**config.mk**
```make
export PLATFORM = sky130hd
export DESIGN_NAME = level_encoder
export DESIGN_NICKNAME = d
export VERILOG_FILES = /design/src/rtl/game_pkg.sv /design/src/rtl/onehot_level_enc.sv /design/src/rtl/level_encoder.sv
export SDC_FILE = /design/constraint.sdc
export NUM_CORES = 1
export LEC_CHECK = 0
export CAP_MARGIN = 10
export CORE_AREA = 10 10 47 49
export DETAILED_ROUTE_END_ITERATION = 16
export DIE_AREA = 0 0 57 59
export PLACE_DENSITY = 0.78
export SLEW_MARGIN = 30
export SYNTH_ARGS = -nofsm -noshare
export SYNTH_HDL_FRONTEND = slang
export SYNTH_SLANG_ARGS = --single-unit
export TNS_END_PERCENT = 50
```
**constraint.sdc**
```tcl
create_clock -name clk -period 3.7 [get_ports clk]
set_clock_uncertainty 0.2 [all_clocks]
set_input_delay 0.74 -clock clk [delete_from_list [all_inputs] [get_ports clk]]
set_output_delay 0.74 -clock clk [all_outputs]
set_load 0.03 [all_outputs]
```
**src/rtl/game_pkg.sv**
```systemverilog
// Shared level codes and game states for the memory-game level encoder and decoder.
package game_pkg;

    typedef logic [1:0] level_t;

    localparam level_t LVL_OFF = 2'b00;
    localparam level_t LVL_1   = 2'b01;
    localparam level_t LVL_2   = 2'b10;
    localparam level_t LVL_3   = 2'b11;

    typedef enum logic [1:0] {
        IDLE = 2'b00,
        PLAY = 2'b01,
        WON  = 2'b10,
        OVER = 2'b11
    } state_t;

endpackage

```
**src/rtl/onehot_level_enc.sv**
```systemverilog
// One-hot start-level switches to level code; empty or multi-hot selections fall back to level 1.
module onehot_level_enc
    import game_pkg::*;
(
    input  logic [2:0] i_sel,
    output level_t     o_level
);

    // Encode the switch pattern
    always_comb begin
        o_level = LVL_1;
        case (i_sel)
            3'b001:  o_level = LVL_1;
            3'b010:  o_level = LVL_2;
            3'b100:  o_level = LVL_3;
            default: o_level = LVL_1;
        endcase
    end

endmodule

```
**src/rtl/level_encoder.sv**
```systemverilog
// Game-level sequencer: produces the registered 2-bit level code, round counter and game status.
module level_encoder
    import game_pkg::*;
#(
    parameter  int ROUNDS_PER_LEVEL = 3,
    localparam int CW = (ROUNDS_PER_LEVEL > 1) ? $clog2(ROUNDS_PER_LEVEL) : 1
)(
    input  logic          clk,
    input  logic          reset,
    input  logic          start,
    input  logic [2:0]    start_sel,
    input  logic          round_win,
    input  logic          round_lose,
    input  logic          ack,
    output logic [1:0]    level,
    output logic          level_chg,
    output logic [CW-1:0] round_cnt,
    output logic          playing,
    output logic          game_won,
    output logic          game_over
);

    localparam logic [CW-1:0] CNT_ZERO = {CW{1'b0}};
    localparam logic [CW-1:0] CNT_LAST = CW'(ROUNDS_PER_LEVEL - 1);
    localparam logic [CW-1:0] CNT_ONE  = CW'(1'b1);

    state_t        r_state;
    state_t        w_state_nxt;
    level_t        r_level;
    level_t        w_level_nxt;
    level_t        w_enc_level;
    logic [CW-1:0] r_cnt;
    logic [CW-1:0] w_cnt_nxt;
    logic          r_level_chg;
    logic          w_level_chg_nxt;
    logic          r_playing;
    logic          r_game_won;
    logic          r_game_over;
    logic          w_last_round;

    onehot_level_enc u_enc (
        .i_sel   (start_sel),
        .o_level (w_enc_level)
    );

    assign w_last_round = (r_cnt == CNT_LAST);

    // State and output registers; status flags are decoded from the next state so they align with it
    always_ff @(posedge clk) begin
        if (reset) begin
            r_state     <= IDLE;
            r_level     <= LVL_OFF;
            r_cnt       <= CNT_ZERO;
            r_level_chg <= 1'b0;
            r_playing   <= 1'b0;
            r_game_won  <= 1'b0;
            r_game_over <= 1'b0;
        end else begin
            r_state     <= w_state_nxt;
            r_level     <= w_level_nxt;
            r_cnt       <= w_cnt_nxt;
            r_level_chg <= w_level_chg_nxt;
            r_playing   <= (w_state_nxt == PLAY);
            r_game_won  <= (w_state_nxt == WON);
            r_game_over <= (w_state_nxt == OVER);
        end
    end

    // Next-state logic; a simultaneous lose outranks a win
    always_comb begin
        w_state_nxt = r_state;
        case (r_state)
            IDLE: begin
                if (start) w_state_nxt = PLAY;
                else       w_state_nxt = IDLE;
            end
            PLAY: begin
                if (round_lose)
                    w_state_nxt = OVER;
                else if (round_win && w_last_round && (r_level == LVL_3))
                    w_state_nxt = WON;
                else
                    w_state_nxt = PLAY;
            end
            WON, OVER: begin
                if (ack) w_state_nxt = IDLE;
                else     w_state_nxt = r_state;
            end
            default: w_state_nxt = IDLE;
        endcase
    end

    // Level, round counter and change-pulse next values
    always_comb begin
        w_level_nxt     = r_level;
        w_cnt_nxt       = r_cnt;
        w_level_chg_nxt = 1'b0;
        case (r_state)
            IDLE: begin
                if (start) begin
                    w_level_nxt     = w_enc_level;
                    w_cnt_nxt       = CNT_ZERO;
                    w_level_chg_nxt = 1'b1;
                end else begin
                    w_level_nxt     = r_level;
                    w_cnt_nxt       = r_cnt;
                end
            end
            PLAY: begin
                if (round_lose) begin
                    w_level_nxt = r_level;
                    w_cnt_nxt   = r_cnt;
                end else if (round_win && !w_last_round) begin
                    w_cnt_nxt = r_cnt + CNT_ONE;
                end else if (round_win) begin
                    w_cnt_nxt = CNT_ZERO;
                    // Level 3 is final: no increment, so the code never wraps to off
                    if (r_level != LVL_3) begin
                        w_level_nxt     = r_level + 2'b01;
                        w_level_chg_nxt = 1'b1;
                    end else begin
                        w_level_nxt = r_level;
                    end
                end else begin
                    w_level_nxt = r_level;
                    w_cnt_nxt   = r_cnt;
                end
            end
            WON, OVER: begin
                if (ack) begin
                    w_level_nxt     = LVL_OFF;
                    w_cnt_nxt       = CNT_ZERO;
                    w_level_chg_nxt = 1'b1;
                end else begin
                    w_level_nxt = r_level;
                    w_cnt_nxt   = r_cnt;
                end
            end
            default: begin
                w_level_nxt = LVL_OFF;
                w_cnt_nxt   = CNT_ZERO;
            end
        endcase
    end

    assign level     = r_level;
    assign level_chg = r_level_chg;
    assign round_cnt = r_cnt;
    assign playing   = r_playing;
    assign game_won  = r_game_won;
    assign game_over = r_game_over;

endmodule

```
# Yosys cells after proc, flatten, opt, wreduce, memory -nomap -nowiden

Index checks and enable logic that the tools add are counted.

$add $sub $neg: 2
Equality and inequality tests: 18
Multiplexer cells: 25
Reduce and logical (&&, ||, !) cells: 8

Operators with widths:

| operator                                             | count |
|---|---|
| two-way mux 2 bit                                    | 13 |
| one-hot mux 2 bit (3 select lines)                   | 3 |
| != test 2 bit (second input constant)                | 7 |
| equality test 2 bit (second input constant)          | 6 |
| two-way mux 1 bit                                    | 7 |
| AND reduction 6 bit                                  | 1 |
| adder 2 x 1 -> 2 bit (second input constant)         | 2 |
| equality test 2 x 1 -> 1 bit (second input constant) | 2 |
| one-hot mux 2 bit (2 select lines)                   | 1 |
| AND reduction 4 bit                                  | 1 |
| equality test 3 x 2 -> 1 bit (second input constant) | 1 |
| equality test 3 bit (second input constant)          | 1 |
| logical AND 1 bit                                    | 3 |
| != test 3 bit (second input constant)                | 1 |
| one-hot mux 1 bit (3 select lines)                   | 1 |
| zero test 2 bit                                      | 1 |
| OR reduction 2 bit                                   | 1 |
| zero test 1 bit                                      | 1 |

Bits in registers: 10
Input bits: 9
Output and inout port bits: 8
Logic and storage cells: 60

# Depth between registers and ports, before layout

Gate-level depths: netlist (run 1).

Depth after elaboration: 7
Gate-level depth with buffers: 6
Depth with buffers taken out: 6

# Hierarchy

Synthesis (run 1) repeated with hierarchy kept, for this count alone.

Cells, all modules: 58
Area total of the unflattened synthesis: 550.5 sq um

By module, submodules not included:

| module           | instances | cells an instance | area an instance (sq um) | seq. area each (sq um) |
|---|---|---|---|---|
| level_encoder    | 1         | 55                | 529.3                    | 200.2 |
| onehot_level_enc | 1         | 3                 | 21.3                     | 0.0 |

# Least setup slack after synthesis (run 1)

Ideal clock, no wire load.

Path kind: input-to-reg
Start: input start
End: register r_level[0] (netlist: level[0])
Library setup time: 0.121 ns
Arrival: 1.663 ns
Required time: 3.379 ns
Slack: 1.716 ns
Cell stages on the path: 4
Path buffers: 0
Path through: nor2b_1 > o31ai_2 > nand2b_2 > mux2_4

Longest elaborated chain between the ends: 2

RTL lines:

| what                                 | RTL line            | source |
|---|---|---|
| start: declaration                   | level_encoder.sv:10 | `input logic start,` |
| != test 2 bit (no source line)       | --                  |  |
| AND reduction 6 bit (no source line) | --                  |  |
| end signal: assignment               | level_encoder.sv:60 | `r_level <= w_level_nxt;` |
| end: declaration                     | level_encoder.sv:29 | `level_t r_level;` |

Every way passes these cells.
A chain may end at the register's enable or synchronous reset.

# Final worst setup path (run 1)

Start: register r_level[0] (netlist: level[0])
End: output level[0]

RTL lines:

| what             | RTL line            | source |
|---|---|---|
| end: declaration | level_encoder.sv:15 | `output logic [1:0] level,` |

No word-level cell between the ends.

==> results by group, run 1 <==
Floorplanning
  – Initial core utilization: 0.352
  – Core area: roughly 0.0014 mm2
  – Die W: 57 um
  – Die Y-Extent: 59 um
  – I/O pins: 17
  – Site Rows: 14
  – Die area: 0.00336 mm2

Critical path
  – Worst path bufs/invs: 1
  – R2R depth: 6
  – Critical Path RT: 2.76 ns
  – Worst Setup End Kind: output port
  – Critical path arrival: 1.35 ns
  – Cell family with most CP delay: buffers and inverters
  – Critical path class: flip-flop to output port
  – R2R setup slack: just under 2 ns
  – Startpoint Class: flip-flop
  – Worst path cell trace: clkdlybuf4s50_1
  – Worst r2r dst: game_won
  – Slowest CP cell: clkdlybuf4s50_1
  – Max incr delay on CP: 0.70 ns
  – Worst Path Max Fanout: 4
  – RR Startpoint: round_cnt[0]

Drt
  – Initial DRT Pass Iterations: 2
  – Drt drc: 0
  – Wire length on met3: 79 um
  – WL/cell: 11.5 um
  – WL met1: just over 500 um
  – Routed WL: a little over 1000 um
  – Initial DRC count: 1
  – Met2 WL: 424 um
  – ANT nets after route: 0
  – Vias: around 420
  – Vias per inst: 4.73
  – Highest routed layer: met3

Pwr
  – Part of the power in the clock network: 0.336
  – Reg power frac: 0.430
  – Part of the power in combinational logic: 0.234
  – Lkg Pwr: about 0.28 nW
  – Switching Fraction: 0.263
  – Int Pwr: between 200 and 250 uW
  – Max IR drop VDD: about 220 uV
  – NetSw: between 70 and 80 uW
  – PwrDens: about 400 mW/mm2

Logic synthesis
  – Post-synth top flop: dfxtp_1
  – Post-synthesis sequential area ratio: 0.406
  – Syn_nets: 64
  – Post-Syn Area: approximately 500 um2
  – Post-Syn Area per Cell: around 9.3 um2
  – Unique masters post-synth: 28
  – EDFF count, synth: 0
  – Syn. warnings: 0
  – #FFs+latches synth: 10
  – Cells after Synth: 53
  – Ys async rst share: 0
  – Top cells by area, synth: dfxtp_1 41%, ha_1 5.1%, nor2b_1 5.1%
  – Cell taking the most area after synthesis: dfxtp_1
  – Yosys top cell area share: 0.406

Clocking
  – Inserted Clock Buffers: 3
  – Setup Buffers After CTS: 0
  – Root Buffer: clkbuf_4
  – Clock Pin Slew Worst Setup and Hold Paths: 0.07 ns
  – PostCTS Resize Cnt: 0
  – TritonCTS clock tree: done
  – Maximum clock path buffer count: 2
  – Worst skew pair latency: around 0.26 ns
  – Hold Buf Count CTS: 0
  – Clk sinks: 10
  – H-Tree Depth: 1

Cells and area
  – Share of cells above drive strength 1: 0.153
  – Post-route cell area: ~700 um2
  – Layout area overhead: 43.1%
  – Nets@finish: 84
  – Fill cells: roughly 150
  – Finished Layout Cells: 88
  – Inserted Diodes: 0

Timing
  – Final Hold Vio Count: 0
  – Pins over their slew limit: 0
  – Fmax: between 400 and 500 MHz
  – Post-route clock period utilization: 0.618
  – Slew at the pin with the worst max-slew slack: ~0.35 ns
  – Slew HR: 0.760
  – Final hold slack: 0.288 ns
  – Unrepaired setup endpoints after global routing: false
  – Tmin final: 2.29 ns
  – Worst Slack Setup Final: approximately 1.4 ns
  – Setup tns final: 0 ns
  – Setup Viol. Count Final: 0

GRT
  – GRT Total Usage: 0.0649
  – Vias in the first global route: ~420
  – Total global routing overflow: 0
  – Antenna violations before repair: 0
  – First-pass GRT wire length: approximately 1800 um
  – Pin count of the biggest net entering global routing: 10

Min path
  – Min-Delay Startpoint: round_cnt[1]
  – Hold Path Sink: round_cnt[1]
  – Worst hold path type: flip-flop to flip-flop
  – Hold depth: 2

Place
  – Port bufs: 16
  – Dpl cells: 84
  – RePlAce Congestion: 0.821
  – Dpl cell area: 669 um2
  – Hpwl dp: a little over 800 um
  – Post-place setup slack: around 1.2 ns

Outcome
  – Status: complete, no violations

Run
  – Number of max-cap violations: 0
-- cell usage after synthesis (2+ instances only) --
master    instances
nor2_1            4
nand2b_1          2
a21oi_1           2
or3_1             2
ha_1              2
nor2b_1           4
nand2_1           5
inv_1             3
dfxtp_1          10
-- cells in the final DEF (no fill, tap or decap), types with 2 or more instances in the layout --
cell type / netlist / layout
a21oi_1: 2 / 2
clkbuf_4: 0 / 3
clkdlybuf4s50_1: 0 / 16
dfxtp_1: 10 / 10
ha_1: 2 / 2
inv_1: 3 / 3
nand2_1: 5 / 5
nand2b_1: 2 / 2
nor2_1: 4 / 4
nor2b_1: 4 / 4
or3_1: 2 / 2
-- worst max path at each step --
| stage | cells after the start | to | from |
|---|---|---|---|
| finish | 1 | level[0] | level[0] |
| global route | 1 | level[0] | level[0] |
| CTS | 1 | level[0] | level[0] |
| floorplan | 4 | level[0] | start |
| detailed placement | 5 | level[0] | round_lose |
| global placement | 5 | level[0] | round_lose |
-- cell families (layout without fill, tap and decap cells) --
group | count (synthesis) | after routing | share of synthesized area
fa+ha+maj | 2 | 2 | 0.0508
mux | 2 | 2 | 0.0508
compound gates | 9 | 9 | 0.140
flops | 10 | 10 | 0.406
simple gates | 25 | 25 | 0.305
xor+xnor | 1 | 1 | 0.0178
buf+inv | 4 | 23 | 0.0304
-- power by group through the flow --
| stage | combinational (mW) | clock, mW | sequential, mW |
|---|---|---|---|
| final | 0.0666 | 0.0958 | 0.123 |
| after global routing | 0.0728 | 0.103 | 0.124 |
| after CTS | 0.0673 | 0.0990 | 0.123 |
| after detailed placement | 0.0671 | 0 | 0.125 |
| after global placement | 0.0668 | 0 | 0.125 |
| after floorplan | 0.0287 | 0 | 0.136 |
-- layout make-up --
type / count / area [um2] / share of cell area
Timing Repair Buffer: 16 / 160 / 0.227
Inverter: 3 / 11.3 / 0.0160
Multi-Input combinational cell: 39 / 278 / 0.394
Sequential cell: 10 / 200 / 0.284
Clock buffer: 4 / 36.3 / 0.0514
Tap cell: 16 / 20.0 / 0.0284
-- sequential cells by signal, summed over array words and instances, names as in the netlist --
signal / count
game_over: 1
round_cnt: 2
level: 2
game_won: 1
playing: 1
r_state: 2
level_chg: 1
-- stage by stage --
stage / total power [mW] / utilization
after floorplan: 0.165 / -
after global placement: 0.192 / 0.478
after detailed placement: 0.192 / 0.478
after CTS: 0.289 / 0.504
after global routing: 0.300 / 0.504
final: 0.285 / 0.504
-- routing by layer --
layer	global-route usage	vias to the layer above
li1	-	225
met1	0.0739	178
met2	0.0961	13
met3	0.0429	0
met4	0.0201	0
met5	0	-
-- tightest hold or removal path, stage by stage (launching register included) --
cell     delay (ns)
dfxtp_1        0.33
nand2_1        0.06
a21oi_1        0.05
(Power assumes the default switching activity.)
==> run 2, diff against run 1 <==
CORE_AREA = unset   (was 10 10 47 49)
CORE_MARGIN = 10   (was unset)
CORE_UTILIZATION = 37   (was unset)
DIE_AREA = unset   (was 0 0 57 59)
PLACE_DENSITY = 0.81   (was 0.78)
clock period = 1.98 ns   (was 3.7 ns; I/O delays follow)
==> run 2 against run 1 <==
Cell area is 3.0% higher. Largest cell class unchanged. Utilization is 6.2 points higher. Critical path type unchanged. Register-to-register slack worse by 1.7 ns. Sequential share of layout area is 0.83 points lower. Flip-flop and latch count stayed put. Total power is 91% higher. Wire length is 7.6% higher. Die area is 5.1% lower. Clock-buffer cell count stayed put.
==> results by group, run 2 (synthesis results as in run 1) <==
Clocking
  – Root Buffer: clkbuf_4 (unchanged)
  – Hold Buf Count CTS: 0 (unchanged)
  – Inserted Clock Buffers: 3 (unchanged)
  – Worst skew pair latency: 0.26 ns (about the same)
  – Clock Pin Slew Worst Setup and Hold Paths: 0.07 ns (about the same)
  – PostCTS Resize Cnt: 0 (unchanged)
  – Clk sinks: 10 (unchanged)
  – TritonCTS clock tree: done (unchanged)
  – Setup Buffers After CTS: 0 (unchanged)
  – Maximum clock path buffer count: 2 (unchanged)
  – H-Tree Depth: 1 (unchanged)

Critical path
  – Max incr delay on CP: 0.69 ns (was 0.70 ns)
  – Critical Path RT: 1.38 ns (was 2.76 ns)
  – Startpoint Class: flip-flop (unchanged)
  – Worst Setup End Kind: output port (unchanged)
  – Worst path bufs/invs: 1 (unchanged)
  – RR Startpoint: round_cnt[0] (unchanged)
  – Critical path class: flip-flop to output port (unchanged)
  – Cell family with most CP delay: buffers and inverters (unchanged)
  – Worst Path Max Fanout: 4 (unchanged)
  – Slowest CP cell: clkdlybuf4s50_1 (unchanged)
  – Setup crit start: level[0] (unchanged)
  – Critical path arrival: 1.34 ns (was 1.35 ns)
  – Worst path cell trace: clkdlybuf4s50_1 (unchanged)

Drt
  – WL/cell: 12.1 um (was 11.5 um)
  – Initial DRT Pass Iterations: 4 (was 2)
  – Vias per inst: 4.88 (was 4.73)
  – Initial DRC count: 8 (was 1)
  – ANT nets after route: 0 (unchanged)
  – Drt drc: 0 (unchanged)
  – Routed WL: 1090 um (was 1010 um)
  – Vias: 439 (was 416)

GRT
  – Antenna violations before repair: 0 (unchanged)
  – Total global routing overflow: 0 (unchanged)
  – Vias in the first global route: 442 (was 415)
  – First-pass GRT wire length: 1800 um (was 1770 um)
  – Pin count of the biggest net entering global routing: 10 (unchanged)
  – GRT Total Usage: 0.0674 (was 0.0649)

Pwr
  – Lkg Pwr: 0.292 nW (was 0.278 nW)
  – PwrDens: 749 mW/mm2 (was 404 mW/mm2)
  – Max IR drop VDD: 456 uV (was 222 uV)
  – Total design power: 544 uW (was 285 uW)

Timing
  – Final Hold Vio Count: 0 (unchanged)
  – Post-route clock period utilization: 0.977
  – Pins over their slew limit: 0 (unchanged)
  – Fmax: roughly 520 MHz
  – Slew HR: 0.744 (was 0.760)
  – Tmin final: between 1.5 and 2 ns
  – Slew at the pin with the worst max-slew slack: 0.374 ns (was 0.351 ns)
  – Final hold slack: 0.282 ns (was 0.288 ns)
  – Unrepaired setup endpoints after global routing: false (unchanged)
  – Setup Viol. Count Final: 0 (unchanged)

Place
  – Port bufs: 16 (unchanged)
  – Hpwl dp: 835 um (was 829 um)
  – Dpl cells: 86 (was 84)
  – RePlAce Congestion: 0.762 (was 0.821)
  – Dpl cell area: 691 um2 (was 669 um2)

Run
  – Number of max-cap violations: 0 (unchanged)

Floorplanning
  – I/O pins: 17 (unchanged)
  – Site Rows: 13 (was 14)
  – Die W: 56.5 um (was 57 um)
  – Core area: 0.00128 mm2 (was 0.00140 mm2)
  – Die Y-Extent: 56.5 um (was 59 um)
  – Die area: 0.00319 mm2 (was 0.00336 mm2)
  – Initial core utilization: 0.384 (was 0.352)

Cells and area
  – Post-route cell area: 727 um2 (was 706 um2)
  – Layout area overhead: 47.5% (was 43.1%)
  – Commonest non-fill, non-tap cell in the layout: clkdlybuf4s50_1 (unchanged)
  – Nets@finish: 87 (was 84)
  – Most frequent cells in the layout: 16 x clkdlybuf4s50_1, 10 x dfxtp_1, 5 x nand2_1 (unchanged)
  – Share of cells above drive strength 1: 0.187 (was 0.153)
  – Inserted Diodes: 0 (unchanged)
  – Final Util: 0.566 (was 0.504)
  – Finished Layout Cells: 90 (was 88)

Min path
  – Worst hold path type: flip-flop to flip-flop (unchanged)
  – Min-Delay Startpoint: round_cnt[1] (unchanged)

Outcome
  – Status: complete, no violations (unchanged)
==> run 2: cell types whose count changed in the layout (fill, tap and decap cells not counted), sizes merged <==
cell / delta
buf: +3
==> run 2: where the power goes <==
part | total (mW) | internal [mW] | switching, mW
logic | 0.135 | 0.0736 | 0.0616
registers | 0.229 | 0.216 | 0.0132
clock network | 0.180 | 0.111 | 0.0685
total | 0.544 | 0.401 | 0.143
==> run 2: worst paths after layout <==
check	slack, ns	endpoint	cells past startpoint
setup / recovery	0.05	level[0]	1
hold / removal	0.28	round_cnt[1]	2
setup reg to reg	0.28	game_won	6
hold reg to reg	0.28	round_cnt[1]	2
==> run 2: worst min-delay path: cells and delay by family, from the launching register on <==
kind	cells	cell delay (ns)
simple gates	1	0.06
flops	1	0.33
compound gates	1	0.05
==> run 2: final cells by class <==
cell class                      count  area [um2]
Inverter                            3        11.3
Sequential cell                    10         200
Tap cell                           15        18.8
Fill cell                         120         558
Multi-Input combinational cell     39         278
Clock buffer                        4        36.3
Timing Repair Buffer               19         183
==> run 2: layer usage <==
layer	vias up	routed length (um)	track usage
met3	0	91	0.0404
li1	226	-	-
met2	15	514	0.114
met4	0	0	0.0206
met5	-	0	0
met1	198	481	0.0668
==> run 2: stage by stage <==
stage | setup slack [ns] | setup TNS [ns]
2_1_floorplan | 0.184 | 0
3_3_place_gp | -0.0705 | -0.163
3_5_place_dp | -0.0839 | -0.223
4_1_cts | 0.0286 | 0
5_1_grt | 0.00666 | 0
6_report | 0.0451 | 0
==> run 3, diff against run 2 <==
GPL_TIMING_DRIVEN = 0   (was unset)
==> run 3 against run 2 <==
Hold slack got worse by 0.0035 ns. Combinational power down 3%. Sequential share of layout area is 0.58 points higher. Cell area is 2.1% lower. Via count fell by 2.5%. Global-route usage increased by 0.88 points. Total power grew 0.14%. Clock power grew 2%. First-iteration DRC count decreased by 50%. Critical endpoint unchanged. Largest power group unchanged.
==> results by group, run 3 (synthesis results as in run 1) <==
Outcome
  – Status: complete, no violations (unchanged)

Critical path
  – Worst Path Max Fanout: 4 (unchanged)
  – Worst path cell trace: clkdlybuf4s50_1 (unchanged)
  – Worst path bufs/invs: 1 (unchanged)
  – Worst Setup End Kind: output port (unchanged)
  – Startpoint Class: flip-flop (unchanged)
  – Max incr delay on CP: 0.70 ns (was 0.69 ns)
  – Critical path arrival: 1.34 ns (about the same)
  – Critical Path RT: 1.38 ns (about the same)
  – Cell family with most CP delay: buffers and inverters (unchanged)
  – Critical path class: flip-flop to output port (unchanged)
  – Slowest CP cell: clkdlybuf4s50_1 (unchanged)

Cells and area
  – Layout area overhead: 44.4% (was 47.5%)
  – Inserted Diodes: 0 (unchanged)
  – Fill cells: 129 (was 120)
  – Finished Layout Cells: 87 (was 90)
  – Commonest non-fill, non-tap cell in the layout: clkdlybuf4s50_1 (unchanged)
  – Nets@finish: 84 (was 87)
  – Final Util: 0.554 (was 0.566)
  – Most frequent cells in the layout: 15 x clkdlybuf4s50_1, 10 x dfxtp_1, 5 x nand2_1 (was 16 x clkdlybuf4s50_1, 10 x dfxtp_1, 5 x nand2_1)
  – Share of cells above drive strength 1: 0.153 (was 0.187)

Floorplanning
  – I/O pins: 17 (unchanged)
  – Initial core utilization: 0.384 (unchanged)
  – Site Rows: 13 (unchanged)
  – Die W: 56.5 um (unchanged)
  – Die area: 0.00319 mm2 (unchanged)
  – Core area: 0.00128 mm2 (unchanged)
  – Die Y-Extent: 56.5 um (unchanged)

Drt
  – Initial DRT Pass Iterations: 3 (was 4)
  – ANT nets after route: 0 (unchanged)
  – Vias: 428 (was 439)
  – Routed WL: 1180 um (was 1090 um)
  – Vias per inst: 4.92 (was 4.88)
  – WL/cell: 13.6 um (was 12.1 um)
  – Initial DRC count: 4 (was 8)
  – Drt drc: 0 (unchanged)

Clocking
  – H-Tree Depth: 1 (unchanged)
  – Clk sinks: 10 (unchanged)
  – Inserted Clock Buffers: 3 (unchanged)
  – Setup Buffers After CTS: 0 (unchanged)
  – Worst skew pair latency: 0.26 ns (about the same)
  – Maximum clock path buffer count: 2 (unchanged)
  – Root Buffer: clkbuf_4 (unchanged)
  – TritonCTS clock tree: done (unchanged)
  – Clock Pin Slew Worst Setup and Hold Paths: 0.07 ns (about the same)

Timing
  – Setup Viol. Count Final: 0 (unchanged)
  – Tmin final: 1.94 ns (was 1.93 ns)
  – Final hold slack: 0.279 ns (was 0.282 ns)
  – Slew at the pin with the worst max-slew slack: 0.363 ns (was 0.374 ns)
  – Post-route clock period utilization: 0.978 (was 0.977)
  – Slew HR: 0.752 (was 0.744)
  – Pins over their slew limit: 0 (unchanged)
  – Fmax: 516 MHz (was 517 MHz)
  – Final Hold Vio Count: 0 (unchanged)

GRT
  – Antenna violations before repair: 0 (unchanged)
  – First-pass GRT wire length: 1990 um (was 1800 um)
  – GRT Total Usage: 0.0763 (was 0.0674)
  – Pin count of the biggest net entering global routing: 10 (unchanged)
  – Total global routing overflow: 0 (unchanged)
  – Vias in the first global route: 469 (was 442)

Place
  – Hpwl dp: 877 um (was 835 um)
  – RePlAce Congestion: 0.734 (was 0.762)
  – Dpl cells: 83 (was 86)
  – Port bufs: 15 (was 16)

Pwr
  – Lkg Pwr: 0.284 nW (was 0.292 nW)
  – Total design power: 545 uW (was 544 uW)
  – Max IR drop VDD: 345 uV (was 456 uV)
  – PwrDens: 766 mW/mm2 (was 749 mW/mm2)

Min path
  – Worst hold path type: flip-flop to flip-flop (unchanged)

Run
  – Number of max-cap violations: 0 (unchanged)
## run 3: stage by stage
stage          setup WS [ns]  area, um2  setup TNS [ns]
2_1_floorplan          0.184        493               0
3_3_place_gp          -0.264        662          -0.370
3_5_place_dp          -0.275        662          -0.418
4_1_cts               0.0290        707               0
5_1_grt            -0.000222        712       -0.000222
6_report              0.0433        712               0
## run 3: final timing paths
check                    start            to  slack, ns  depth (start not counted)
hold reg to reg   round_cnt[1]  round_cnt[1]       0.28                          2
setup reg to reg  round_cnt[0]      game_won       0.23                          6
hold / removal    round_cnt[1]  round_cnt[1]       0.28                          2
setup / recovery      level[0]      level[0]       0.04                          1
## run 3: repair_timing
item,4_1_cts,5_1_grt
hold buffers,0,0
resized for setup,1,1
setup endpoints to repair,1,1
## run 3: final cells by class
class / count / area (um2) / area share
Tap cell: 15 / 18.8 / 0.0264
Timing Repair Buffer: 15 / 150 / 0.211
Inverter: 3 / 11.3 / 0.0158
Sequential cell: 10 / 200 / 0.281
Clock buffer: 4 / 36.3 / 0.0510
Buffer: 1 / 3.75 / 0.00527
Multi-Input combinational cell: 39 / 292 / 0.409
## run 3: layer usage
metal	GRT usage	wire, um	up-vias
li1	-	-	222
met1	0.0738	466	192
met2	0.136	623	12
met3	0.0202	69	2
met4	0.0515	21	0
met5	0	0	-
## run 3: power breakdown
group / total (mW) / leakage [nW] / switching, mW / internal, mW
combinational: 0.131 / 0.181 / 0.0638 / 0.0675
clock: 0.184 / 0.0210 / 0.0724 / 0.111
sequential: 0.230 / 0.0819 / 0.0139 / 0.216
